[src/rtl/udma_pkg.sv]
// Shared types and helpers for the uDMA RX linear channel: beat size
// decoding and byte-enable generation for lane-aligned L2 writes.
package udma_pkg;

  localparam int DEF_L2_AWIDTH_NOAL = 19;
  localparam int DEF_TRANS_SIZE     = 20;

  typedef enum logic [1:0] {
    DS_BYTE  = 2'b00,
    DS_HALF  = 2'b01,
    DS_WORD  = 2'b10,
    DS_WORD2 = 2'b11
  } datasize_e;

  typedef enum logic [1:0] {
    ST_IDLE     = 2'b00,
    ST_RUN      = 2'b01,
    ST_RUN_PEND = 2'b10
  } cfg_state_e;

  // Bytes carried by one beat: 1, 2 or 4 (both word encodings give 4).
  function automatic logic [2:0] nbytes(input datasize_e ds);
    case (ds)
      DS_BYTE: return 3'd1;
      DS_HALF: return 3'd2;
      default: return 3'd4;
    endcase
  endfunction

  // Byte enables for a beat starting at byte lane addr_lo; lanes past the
  // word boundary fall off the top so a misaligned beat is truncated.
  function automatic logic [3:0] be_gen(input logic [1:0] addr_lo, input datasize_e ds);
    logic [3:0] base;
    case (ds)
      DS_BYTE: base = 4'b0001;
      DS_HALF: base = 4'b0011;
      default: base = 4'b1111;
    endcase
    return base << addr_lo;
  endfunction

endpackage

[src/rtl/udma_rx_wr_stage.sv]
// One-entry L2 write request register. Holds req/addr/wdata/be until the
// grant arrives and can be reloaded in the granting cycle (no bubble).
module udma_rx_wr_stage #(
  parameter int AW = 17
) (
  input  logic          clk,
  input  logic          srst,
  input  logic          load,
  input  logic [AW-1:0] addr_in,
  input  logic [31:0]   data_in,
  input  logic [3:0]    be_in,
  input  logic          gnt,
  output logic          req,
  output logic [AW-1:0] addr,
  output logic [31:0]   wdata,
  output logic [3:0]    be,
  output logic          free
);

  logic          req_reg;
  logic [AW-1:0] addr_reg;
  logic [31:0]   wdata_reg;
  logic [3:0]    be_reg;

  // The slot can take a new beat when empty or when its content leaves now.
  assign free  = ~req_reg | gnt;
  assign req   = req_reg;
  assign addr  = addr_reg;
  assign wdata = wdata_reg;
  assign be    = be_reg;

  // Load on accept, otherwise drop the request once granted; never withdrawn.
  always_ff @(posedge clk) begin
    if (srst) begin
      req_reg   <= 1'b0;
      addr_reg  <= '0;
      wdata_reg <= '0;
      be_reg    <= '0;
    end else if (load) begin
      req_reg   <= 1'b1;
      addr_reg  <= addr_in;
      wdata_reg <= data_in;
      be_reg    <= be_in;
    end else if (gnt) begin
      req_reg   <= 1'b0;
    end
  end

endmodule

[src/rtl/udma_rx_lin_ch.sv]
// uDMA-core side of one peripheral RX linear channel: config FSM with a
// one-deep pending slot, address/byte counters, and beat-to-L2-write path.
module udma_rx_lin_ch
  import udma_pkg::*;
#(
  parameter int L2_AWIDTH_NOAL = DEF_L2_AWIDTH_NOAL,
  parameter int TRANS_SIZE     = DEF_TRANS_SIZE
) (
  input  logic                        sys_clk_i,
  input  logic                        rst_i,
  input  logic [L2_AWIDTH_NOAL-1:0]   cfg_startaddr_i,
  input  logic [TRANS_SIZE-1:0]       cfg_size_i,
  input  logic                        cfg_continuous_i,
  input  logic                        cfg_en_i,
  input  logic                        cfg_clr_i,
  output logic                        cfg_en_o,
  output logic                        cfg_pending_o,
  output logic [L2_AWIDTH_NOAL-1:0]   cfg_curr_addr_o,
  output logic [TRANS_SIZE-1:0]       cfg_bytes_left_o,
  input  logic [31:0]                 data_i,
  input  logic [1:0]                  datasize_i,
  input  logic                        valid_i,
  output logic                        ready_o,
  output logic                        l2_req_o,
  input  logic                        l2_gnt_i,
  output logic [L2_AWIDTH_NOAL-3:0]   l2_addr_o,
  output logic [31:0]                 l2_wdata_o,
  output logic [3:0]                  l2_be_o,
  output logic                        eot_o
);

  cfg_state_e                state_reg;
  logic [L2_AWIDTH_NOAL-1:0] start_reg, shadow_start_reg, curr_addr_reg;
  logic [TRANS_SIZE-1:0]     size_reg, shadow_size_reg, bytes_left_reg;
  logic                      eot_reg;

  logic                      stage_free, accept, end_of_buf, en_valid;
  logic [2:0]                beat_bytes;
  logic [TRANS_SIZE-1:0]     beat_bytes_ext;
  logic [L2_AWIDTH_NOAL-1:0] next_addr;
  logic [TRANS_SIZE-1:0]     next_left;

  assign beat_bytes     = nbytes(datasize_e'(datasize_i));
  assign beat_bytes_ext = TRANS_SIZE'(beat_bytes);
  assign next_addr      = curr_addr_reg + L2_AWIDTH_NOAL'(beat_bytes);
  assign next_left      = (bytes_left_reg > beat_bytes_ext) ? bytes_left_reg - beat_bytes_ext : '0;

  assign cfg_en_o         = (state_reg != ST_IDLE);
  assign cfg_pending_o    = (state_reg == ST_RUN_PEND);
  assign cfg_curr_addr_o  = curr_addr_reg;
  assign cfg_bytes_left_o = bytes_left_reg;
  assign eot_o            = eot_reg;

  assign ready_o    = cfg_en_o & stage_free;
  assign accept     = valid_i & ready_o;
  assign end_of_buf = accept & (beat_bytes_ext >= bytes_left_reg);
  assign en_valid   = cfg_en_i & (cfg_size_i != '0);

  // Config FSM and counters; clr dominates, then end-of-buffer reload, then en.
  always_ff @(posedge sys_clk_i) begin
    if (rst_i) begin
      state_reg        <= ST_IDLE;
      start_reg        <= '0;
      size_reg         <= '0;
      shadow_start_reg <= '0;
      shadow_size_reg  <= '0;
      curr_addr_reg    <= '0;
      bytes_left_reg   <= '0;
      eot_reg          <= 1'b0;
    end else begin
      eot_reg <= 1'b0;
      if (cfg_clr_i) begin
        state_reg        <= ST_IDLE;
        start_reg        <= '0;
        size_reg         <= '0;
        shadow_start_reg <= '0;
        shadow_size_reg  <= '0;
        curr_addr_reg    <= '0;
        bytes_left_reg   <= '0;
      end else if (end_of_buf) begin
        eot_reg <= 1'b1;
        if (en_valid) begin
          // A same-cycle en behaves as an already-pending transfer.
          start_reg      <= cfg_startaddr_i;
          size_reg       <= cfg_size_i;
          curr_addr_reg  <= cfg_startaddr_i;
          bytes_left_reg <= cfg_size_i;
          state_reg      <= ST_RUN;
        end else if (state_reg == ST_RUN_PEND) begin
          start_reg      <= shadow_start_reg;
          size_reg       <= shadow_size_reg;
          curr_addr_reg  <= shadow_start_reg;
          bytes_left_reg <= shadow_size_reg;
          state_reg      <= ST_RUN;
        end else if (cfg_continuous_i) begin
          curr_addr_reg  <= start_reg;
          bytes_left_reg <= size_reg;
        end else begin
          curr_addr_reg  <= next_addr;
          bytes_left_reg <= '0;
          state_reg      <= ST_IDLE;
        end
      end else begin
        if (accept) begin
          curr_addr_reg  <= next_addr;
          bytes_left_reg <= next_left;
        end
        if (en_valid) begin
          case (state_reg)
            ST_IDLE: begin
              start_reg      <= cfg_startaddr_i;
              size_reg       <= cfg_size_i;
              curr_addr_reg  <= cfg_startaddr_i;
              bytes_left_reg <= cfg_size_i;
              state_reg      <= ST_RUN;
            end
            default: begin
              shadow_start_reg <= cfg_startaddr_i;
              shadow_size_reg  <= cfg_size_i;
              state_reg        <= ST_RUN_PEND;
            end
          endcase
        end
      end
    end
  end

  udma_rx_wr_stage #(
    .AW(L2_AWIDTH_NOAL - 2)
  ) u_wr_stage (
    .clk     (sys_clk_i),
    .srst    (rst_i),
    .load    (accept),
    .addr_in (curr_addr_reg[L2_AWIDTH_NOAL-1:2]),
    .data_in (data_i << {curr_addr_reg[1:0], 3'b000}),
    .be_in   (be_gen(curr_addr_reg[1:0], datasize_e'(datasize_i))),
    .gnt     (l2_gnt_i),
    .req     (l2_req_o),
    .addr    (l2_addr_o),
    .wdata   (l2_wdata_o),
    .be      (l2_be_o),
    .free    (stage_free)
  );

endmodule
[config.mk]
export PLATFORM = sky130hd
export DESIGN_NAME = udma_rx_lin_ch
export DESIGN_NICKNAME = d
export VERILOG_FILES = /design/src/rtl/udma_pkg.sv /design/src/rtl/udma_rx_wr_stage.sv /design/src/rtl/udma_rx_lin_ch.sv
export SDC_FILE = /design/constraint.sdc
export NUM_CORES = 1
export LEC_CHECK = 0
export CAP_MARGIN = 20
export CORE_UTILIZATION = 55
export CTS_BUF_LIST = sky130_fd_sc_hd__clkbuf_8
export DETAILED_ROUTE_END_ITERATION = 16
export PLACE_DENSITY = 0.8
export SLEW_MARGIN = 20
export SYNTH_ARGS = -nofsm -noshare
export SYNTH_HDL_FRONTEND = slang
export SYNTH_SLANG_ARGS = --single-unit
[constraint.sdc]
create_clock -name sys_clk_i -period 3.4 [get_ports sys_clk_i]
set_clock_uncertainty 0.15 [all_clocks]
set_input_delay 0.34 -clock sys_clk_i [delete_from_list [all_inputs] [get_ports sys_clk_i]]
set_output_delay 0.34 -clock sys_clk_i [all_outputs]
set_load 0.005 [all_outputs]
After elaboration in Yosys (flattened, before gate mapping). Cells that the tools add are included.

Flip-flop bits (word level): 174. Output and inout port bits: 97. Logic and storage cells: 77.

$add $sub $neg: 2. $lt $le $gt $ge: 2. Equal/unequal tests: 3. Shifts and indexed selects: 2. Mux-type cells: 36. Bitwise logic cells: 8. Reductions and logical operators: 12.

Operators by type and width (count): $mux 20 (13); $mux 19 (12); $shl 32x5->32 (1); $ge 3x20->1 (1); $gt 20x3->1 (1); $reduce_bool 20->1 (1); $sub 20x3->20 (1); $add 19x3->19 (1); $mux 2 (6); $reduce_bool 2->1 (5); $pmux 4 s2 (1); $pmux 3 s2 (1); $reduce_and 3->1 (2); $and 1x1->1 (4); $logic_not 2->1 (2); $shl 4x2->4 (1); $mux 1 (3); $ne 3x1->1 const B (1); $not 1->1 (3); $eq 2x1->1 const B (1); $eq 2x2->1 const B (1); $reduce_and 2->1 (1); $reduce_or 2->1 (1); $or 1x1->1 (1).

Longest topological paths before layout. Gate-level depths: netlist (run 1).

Depth after elaboration: 8. Mapped depth: 12. Depth with buffers taken out: 10.

Hierarchy. From an unflattened synthesis (run 1), not the netlist that was laid out.

Cells, all modules: 1185. Area total of the unflattened synthesis: 9485.3 um2.

By module, submodules not included: udma_rx_lin_ch (instances 1, cells each 1010, area each 7523.5 um2, seq. area each 2402.3 um2); udma_rx_wr_stage (instances 1, cells each 175, area each 1961.9 um2, seq. area each 1081.0 um2).

Worst setup path before layout (run 1). OpenSTA, ideal clock, no wires.

Kind: input-to-reg. From: in datasize_i[1]. To: reg curr_addr_reg[18], in the netlist cfg_curr_addr_o[18]. Library setup time: 0.120 ns. Arrival: 2.346 ns. Data required time: 3.130 ns. Path slack: 0.785 ns. Stages on the path: 10. Cell sequence: nor2_1 ha_1 inv_1 fa_1 nor2b_1 o21ai_1 nor4_1 xnor2_1 a21oi_1 a211o_1.

Longest elaborated chain between the ends: 7. Elaborated cells on any way between the ends: 13.

RTL lines: from (decl) (RTL line udma_rx_lin_ch.sv:21) `input logic [1:0] datasize_i,`; $eq 2x1->1 or $logic_not 2->1 (tied branches) (RTL line udma_pkg.sv:23) `case (ds)`; $pmux 3 s2 (*) (RTL line udma_pkg.sv:23); $add 19x3->19 (RTL line udma_rx_lin_ch.sv:45) `assign next_addr = curr_addr_reg + L2_AWIDTH_NOAL'(beat_bytes);`; $mux 19, on equally long branches (RTL line udma_rx_lin_ch.sv:104, udma_rx_lin_ch.sv:95); $mux 19, on equally long branches (RTL line udma_rx_lin_ch.sv:109, udma_rx_lin_ch.sv:89); $mux 19, on equally long branches (RTL line udma_rx_lin_ch.sv:108, udma_rx_lin_ch.sv:82); $mux 19 (*) (RTL line udma_rx_lin_ch.sv:80) `end else if (end_of_buf) begin`; to (signal assigned) (RTL line udma_rx_lin_ch.sv:86) `curr_addr_reg <= cfg_startaddr_i;`; to (signal assigned) (RTL line udma_rx_lin_ch.sv:105) `curr_addr_reg <= next_addr;`; to (signal assigned) (RTL line udma_rx_lin_ch.sv:113) `curr_addr_reg <= cfg_startaddr_i;`; to (decl) (RTL line udma_rx_lin_ch.sv:33) `logic [L2_AWIDTH_NOAL-1:0] start_reg, shadow_start_reg, curr_addr_reg;`.

Every way passes the cells marked *; elsewhere a longest branch is shown, timed or not. A chain may end at the register's enable or synchronous reset.

Final worst setup path (run 1).
From: reg bytes_left_reg[15], in the netlist cfg_bytes_left_o[15]. To: reg bytes_left_reg[8], in the netlist cfg_bytes_left_o[8].

Longest elaborated chain between the ends: 6. Elaborated cells on any way between the ends: 8.

RTL lines: from (decl) (RTL line udma_rx_lin_ch.sv:34) `logic [TRANS_SIZE-1:0] size_reg, shadow_size_reg, bytes_left_reg;`; from (signal assigned) (RTL line udma_rx_lin_ch.sv:87) `bytes_left_reg <= cfg_size_i;`; from (signal assigned) (RTL line udma_rx_lin_ch.sv:93) `bytes_left_reg <= shadow_size_reg;`; from (signal assigned) (RTL line udma_rx_lin_ch.sv:97) `bytes_left_reg <= size_reg;`; $gt 20x3->1 (RTL line udma_rx_lin_ch.sv:46) `assign next_left = (bytes_left_reg > beat_bytes_ext) ? bytes_left_reg - beat_bytes_ext : '0;`; $mux 20 (RTL line udma_rx_lin_ch.sv:46); $mux 20 (RTL line udma_rx_lin_ch.sv:104) `if (accept) begin`; $mux 20 (RTL line udma_rx_lin_ch.sv:109) `case (state_reg)`; $mux 20 (RTL line udma_rx_lin_ch.sv:108) `if (en_valid) begin`; $mux 20 (*) (RTL line udma_rx_lin_ch.sv:80).

Marks and branches as above.

==> qor.txt, run 1 <==
Yosys top cell area share: 36.8%
Clock buffer depth: 2
First-pass GRT wire length: 50.2 mm
Peak supply drop: 262 uV
Starting DRT DRC Count: 1108
Netlist Area Pre-Place: 0.00947 mm2
Data required time at the worst endpoint: 3.59 ns
Post-cts repair resize count: 0
Worst hold path type: input port to register
Overall overflow remaining after global route: 0
Total negative slack: 0 ns
Area post-placement: 0.0115 mm2
Clock tree sinks: 174
Final Hold Slack: 0.135 ns
Number of nets produced by synthesis: 1348
Unrepaired setup endpoints after global routing: no
Top-level port count: 177
Row count: 47
Via density per instance: 6.22
Clock latency at the later pin of the worst-skew pair: 0.47 ns
Flip-flop count of the largest register, all copies and words added: 32
Initial antenna violation count: 0
Clock root buffer: sky130_fd_sc_hd__clkbuf_8
Final cell count without fillers: 1636
Pins Over Slew Limit: 0
Cts bufs inserted: 17
Worst Path Class, Setup: register to register
Worst Setup Start Kind: register
Sequential fraction of the synthesis area: 36.8%
Average footprint of a synthesized cell: 7.52 um2
Synth area leader: sky130_fd_sc_hd__dfxtp_1
Share of the cycle needed by the critical path after routing: 87.4%
Leak: 0.00417 uW
Post-CTS setup buffer count: 0
Total core area: 0.0167 mm2
Kind of capture point of the worst setup path: register
Vias in the first global route: 9238
Global Route Usage Sum: 35.8%
Pin count of the biggest net entering global routing: 69
Arrival time of data at the critical path endpoint: 3.16 ns
Die X-Extent: 133 um
Area added between synthesis and finish: 26.4%
Number of max-capacitance violations reported: 0
Slew headroom: 18.5%
Critical path peak fanout: 10
Final net count: 1492
Die span in y: 133 um
DRC violations left: 0
Post-placement cell count: 1604
Final hold violation count: 0
Ys flop type: sky130_fd_sc_hd__dfxtp_1
Synth area leaders: sky130_fd_sc_hd__dfxtp_1, sky130_fd_sc_hd__nand2_1, sky130_fd_sc_hd__a21oi_1
Max H-tree Level: 4
Outcome: complete, no violations
Routed vias: 10200
DP HPWL: 22.3 mm
Power density of the placed cells: 395 mW/mm2
Flip-flop and latch count after synthesis: 174
Number of buffers added on ports: 176
Overall die area: 0.0177 mm2
Routed wirelength normalized by instance count: 19.4 um
Clock transition at the registers of the reported paths: 0.09 ns
Routability Congestion: 0.906
Routed wire length: 31.7 mm
# hold bufs at CTS: 0
Number of distinct standard cells referenced by the synthesized netlist: 69
Effective utilization at floorplan: 56.7%
Count of endpoints failing setup in the final report: 0
First-pass iteration count of the detailed router: 5
Pin slew with the least headroom to its limit: 1.22 ns
Final worst path period need: 2.97 ns
Total of fill cells in the finished design: 1390
Number of warning messages in the yosys log: 0
CTS tree: built
Layout Utilization: 71.7%
Max Clk Rate: 336 MHz
Cell area after layout: 0.0120 mm2
Cell count after synthesis: 1259
Post-detailed-route count of antenna-violating nets: 0
Fraction of layout instances using a drive strength above 1: 9.25%
Number of enable flip-flop cells after synthesis: 0
Proportion of synthesized flip-flops having asynchronous set or reset: 0%
ANT cells: 0
-- report_power, final --
part	switching (uW)	internal, uW
sequential	68.9	2100
clock	786	970
combinational	457	345
-- layer usage --
layer	share of wire (%)	wire, um	global-route usage (%)
met3	12	3920	8.75
met4	2.9	917	12.9
met2	43	13700	53.5
met5	0	0	0
met1	42	13200	49.9
-- metrics by stage --
| stage | worst slack (ns) | total power, uW |
|---|---|---|
| 6_report | 0.428 | 4730 |
| 5_1_grt | 0.230 | 4880 |
| 4_1_cts | 0.504 | 4720 |
| 3_5_place_dp | 0.0409 | 2990 |
| 3_3_place_gp | 0.161 | 2980 |
| 2_1_floorplan | 0.785 | 2640 |
-- worst max-delay path, cell delays in order, from the launching register on --
cell and delay (ns):
sky130_fd_sc_hd__dfxtp_1 0.38, sky130_fd_sc_hd__nor4_1 0.64, sky130_fd_sc_hd__nand4_1 0.46, sky130_fd_sc_hd__nor3_4 0.43, sky130_fd_sc_hd__nand2_2 0.25, sky130_fd_sc_hd__a211oi_1 0.42
sky130_fd_sc_hd__a2111oi_1 0.12
-- path summary, 6_finish.rpt --
path	start	to	slack, ns	depth (start not counted)
hold reg to reg	u_wr_stage.addr[5]$_SDFFE_PP0P_	u_wr_stage.addr[5]$_SDFFE_PP0P_	0.31	2
hold / removal	rst_i	start_reg[7]$_SDFFE_PP0P_	0.13	4
setup / recovery	cfg_bytes_left_o[15]$_SDFF_PP0_	cfg_bytes_left_o[8]$_SDFF_PP0_	0.43	6
setup reg to reg	cfg_bytes_left_o[15]$_SDFF_PP0_	cfg_bytes_left_o[8]$_SDFF_PP0_	0.43	6
-- cell type report --
cell class	count	area (um2)	share of cell area, %
multi-input cells	961	5480	45.8
flip-flops and latches	174	3480	29.1
repair buffers	229	2170	18.2
well taps	220	275	2.30
clock buffers	18	248	2.07
clock inverters	14	235	1.97
inverters	20	75.1	0.627
-- cells by family after synthesis --
logic type / synth area share (%)
xor+xnor: 3.51
flops: 36.8
fa+ha+maj: 1.35
compound gates: 24.8
simple gates: 24.6
mux: 3.29
buf+inv: 5.67
-- cells in the final DEF, fill, tap and decap left out, drive strengths merged, types with 3 or more instances in the layout --
master / netlist / final
inv: 20 / 24
bufinv: 0 / 6
a31oi: 45 / 45
ha: 7 / 7
xor2: 14 / 14
a211oi: 29 / 29
buf: 50 / 55
mux2: 9 / 9
nor2: 75 / 75
a221oi: 10 / 10
or2: 3 / 3
nor2b: 12 / 12
o21a: 7 / 7
o31a: 3 / 3
xnor2: 24 / 24
dfxtp: 174 / 174
o32ai: 4 / 4
nand4: 8 / 8
nand3: 51 / 51
a211o: 6 / 6
nor4: 20 / 20
nand2b: 7 / 7
o211ai: 20 / 20
nand2: 268 / 268
nor3: 36 / 36
o221ai: 5 / 5
a21oi: 139 / 139
o31ai: 4 / 4
clkdlybuf4s50: 0 / 174
and2: 4 / 4
and3: 13 / 13
o21ai: 81 / 81
o22ai: 6 / 6
o311ai: 3 / 3
and4: 3 / 3
mux2i: 21 / 21
clkbuf: 54 / 18
a2111oi: 4 / 4
-- cells in the mapped netlist, drive strengths merged, types with 8 or more instances --
library cell / number
a211oi: 29
a21oi: 139
a221oi: 10
a31oi: 45
and3: 13
buf: 50
clkbuf: 54
dfxtp: 174
inv: 20
mux2: 9
mux2i: 21
nand2: 268
nand3: 51
nand4: 8
nor2: 75
nor2b: 12
nor3: 36
nor4: 20
o211ai: 20
o21ai: 81
xnor2: 24
xor2: 14
No activity file was read; power rests on OpenSTA's default activity.
==> run 2, diff against run 1 <==
--- a/config.mk
+++ b/config.mk
@@ -6,6 +6,7 @@
 export NUM_CORES = 1
 export LEC_CHECK = 0
 export CAP_MARGIN = 20
+export CORE_MARGIN = 5
 export CORE_UTILIZATION = 55
 export CTS_BUF_LIST = sky130_fd_sc_hd__clkbuf_8
 export DETAILED_ROUTE_END_ITERATION = 16
==> qor.txt, run 2 (same netlist as run 1, synthesis figures left out) <==
Cell type of the slowest stage on the worst timing path: sky130_fd_sc_hd__clkdlybuf4s50_1
DRC violations left: 0 (unchanged)
Routability Congestion: 0.937 (+3.4%)
Endpoint of the worst-slack reg-to-reg timing path: cfg_bytes_left_o[8]$_SDFF_PP0_
Post-cts repair resize count: 0 (unchanged)
Most used cells in the layout excluding fill and tap cells: sky130_fd_sc_hd__nand2_1, sky130_fd_sc_hd__dfxtp_1, sky130_fd_sc_hd__clkdlybuf4s50_1
Clock transition at the registers of the reported paths: 0.09 ns (about the same)
Outcome: complete, no violations
Post-CTS setup buffer count: 0 (unchanged)
Slew headroom: 24.0% (+5.4 points)
Overall power consumption: 4490 uW (-5.1%)
Effective utilization at floorplan: 55.3% (-1.4 points)
Clock buffer depth: 2 (unchanged)
Most common library cell in the layout ignoring fill and taps: sky130_fd_sc_hd__nand2_1
WP buf/inv: 1 (+1)
Area added between synthesis and finish: 25.5%
Post-detailed-route count of antenna-violating nets: 0 (unchanged)
Arrival time of data at the critical path endpoint: 3.08 ns (-0.08 ns)
Number of buffers added on ports: 176 (unchanged)
Critical path peak fanout: 12 (+2)
Leak: 0.00413 uW (-1.1%)
Row count: 48 (+2.1%)
DP HPWL: 22.6 mm (+1.1%)
Total negative slack: 0 ns (unchanged)
Reg2reg setup slack: 0.56 ns (+0.13 ns)
Routed wire length: 32.4 mm (+2.2%)
Vias in the first global route: 9226 (-0.13%)
First-pass iteration count of the detailed router: 7 (+2)
Clock latency at the later pin of the worst-skew pair: 0.46 ns (about the same)
Overall overflow remaining after global route: 0 (unchanged)
Routed wirelength normalized by instance count: 19.8 um (+2.2%)
Clock root buffer: sky130_fd_sc_hd__clkbuf_8
Launching point of the worst reg2reg path: cfg_bytes_left_o[0]$_SDFF_PP0_
First-pass GRT wire length: 50.6 mm (+0.84%)
Pin count of the biggest net entering global routing: 79 (+14%)
Via density per instance: 6.20 (-0.32%)
Clock tree sinks: 174 (unchanged)
Data required time at the worst endpoint: 3.60 ns (about the same)
Final net count: 1488 (-0.27%)
Power density of the placed cells: 378 mW/mm2 (-4.4%)
Largest delay share family, worst path: compound AO/OA/AOI/OAI gates
Starting DRT DRC Count: 1267 (+14%)
Final hold violation count: 0 (unchanged)
Top-level port count: 177 (unchanged)
# hold bufs at CTS: 0 (unchanged)
Unrepaired setup endpoints after global routing: no
Worst Setup Start Kind: input port
Number of max-capacitance violations reported: 0 (unchanged)
Total core area: 0.0171 mm2 (+2.5%)
Peak supply drop: 257 uV (-2.2%)
Routed vias: 10100 (-0.32%)
Max Clk Rate: 346 MHz (+2.9%)
Layout Utilization: 69.4% (-2.2 points)
Kind of capture point of the worst setup path: register
ANT cells: 0 (unchanged)
Die X-Extent: 141 um (+6.0%)
Cts bufs inserted: 17 (unchanged)
Fraction of layout instances using a drive strength above 1: 8.86% (-0.39 points)
Die span in y: 141 um (+6.0%)
Start point of the critical path: datasize_i[1]
Global Route Usage Sum: 31.5% (-4.2 points)
Share of the cycle needed by the critical path after routing: 84.9% (-2.5 points)
Worst hold path type: input port to register
Cells along the critical path: clkdlybuf4s50_1, nor2_1, ha_1, fa_1, nand2b_1, a21oi_2, nor3_4, nand2_2, a211oi_1, a2111oi_1
Initial antenna violation count: 0 (unchanged)
Count of endpoints failing setup in the final report: 0 (unchanged)
Final worst path period need: 2.89 ns (-0.0846 ns)
Worst reg2reg path depth: 9 (+3)
Overall die area: 0.0199 mm2 (+12%)
Worst Path Class, Setup: input port to register
Total stage count of the critical path: 10 (+4)
Final Hold Slack: 0.144 ns (+0.00934 ns)
Max H-tree Level: 4 (unchanged)
Flip-flop count of the largest register, all copies and words added: 32 (unchanged)
Delay of the slowest critical-path stage: 0.55 ns (-0.09 ns)
Crit path capture: cfg_bytes_left_o[8]$_SDFF_PP0_
Pins Over Slew Limit: 0 (unchanged)
Pin slew with the least headroom to its limit: 1.14 ns (-0.0814 ns)
CTS tree: built
-- run 2: cell count changes in the layout (fill, tap and decap cells not counted), moves of 2 or more --
| cell | change |
|---|---|
| sky130_fd_sc_hd__buf_4 | -6 |
| sky130_fd_sc_hd__bufinv_16 | -3 |
| sky130_fd_sc_hd__buf_12 | +2 |
| sky130_fd_sc_hd__clkinv_4 | +2 |
-- run 2: how the worst min path moves through the flow --
stage                                      start                                 to  depth (start not counted)
6_report                                   rst_i  u_wr_stage.wdata[11]$_SDFFE_PP0P_                          2
5_1_grt                                    rst_i  u_wr_stage.wdata[28]$_SDFFE_PP0P_                          2
4_1_cts                                    rst_i  u_wr_stage.wdata[28]$_SDFFE_PP0P_                          2
2_1_floorplan  shadow_start_reg[10]$_SDFFE_PP0P_  shadow_start_reg[10]$_SDFFE_PP0P_                          2
3_3_place_gp    u_wr_stage.wdata[0]$_SDFFE_PP0P_   u_wr_stage.wdata[0]$_SDFFE_PP0P_                          2
3_5_place_dp       u_wr_stage.be[2]$_SDFFE_PP0P_      u_wr_stage.be[2]$_SDFFE_PP0P_                          2
-- run 2: worst register-to-register path, delay by kind of cell (launching register included) --
family / cells / cell delay (ns)
flops: 1 / 0.43
simple gates: 3 / 0.60
buf+inv: 1 / 0.07
compound gates: 3 / 0.87
fa+ha+maj: 2 / 0.62
-- run 2: layer usage --
metal | global-route usage [%] | wire [um] | part of all wire, %
met1 | 45.2 | 13600 | 42
met3 | 7.29 | 3840 | 12
met5 | 0 | 0 | 0
met4 | 9.94 | 786 | 2.4
met2 | 47.0 | 14100 | 44
-- run 2: area by class of cell --
| class | instances | area (um2) |
|---|---|---|
| Multi-Input combinational cell | 961 | 5480 |
| Tap cell | 225 | 282 |
| Sequential cell | 174 | 3480 |
| Inverter | 20 | 75.1 |
| Timing Repair Buffer | 225 | 2170 |
| Clock inverter | 14 | 168 |
| Fill cell | 1493 | 5230 |
| Clock buffer | 17 | 234 |
-- run 2: where the power goes --
part	internal [uW]	total, uW	leakage, uW	switching (uW)
Sequential	2100	2170	0.00141	69.5
Clock	726	1510	0.000210	783
Combinational	349	809	0.00250	460
Total	3180	4490	0.00413	1310
-- run 2: metrics by stage --
stage	setup WS, ns	instance area (um2)	std cells
6_report	0.512	11900	1636
5_1_grt	0.308	11900	1636
4_1_cts	0.575	11900	1636
3_5_place_dp	0.0946	11500	1605
3_3_place_gp	0.129	11500	1605
2_1_floorplan	0.785	9470	1259
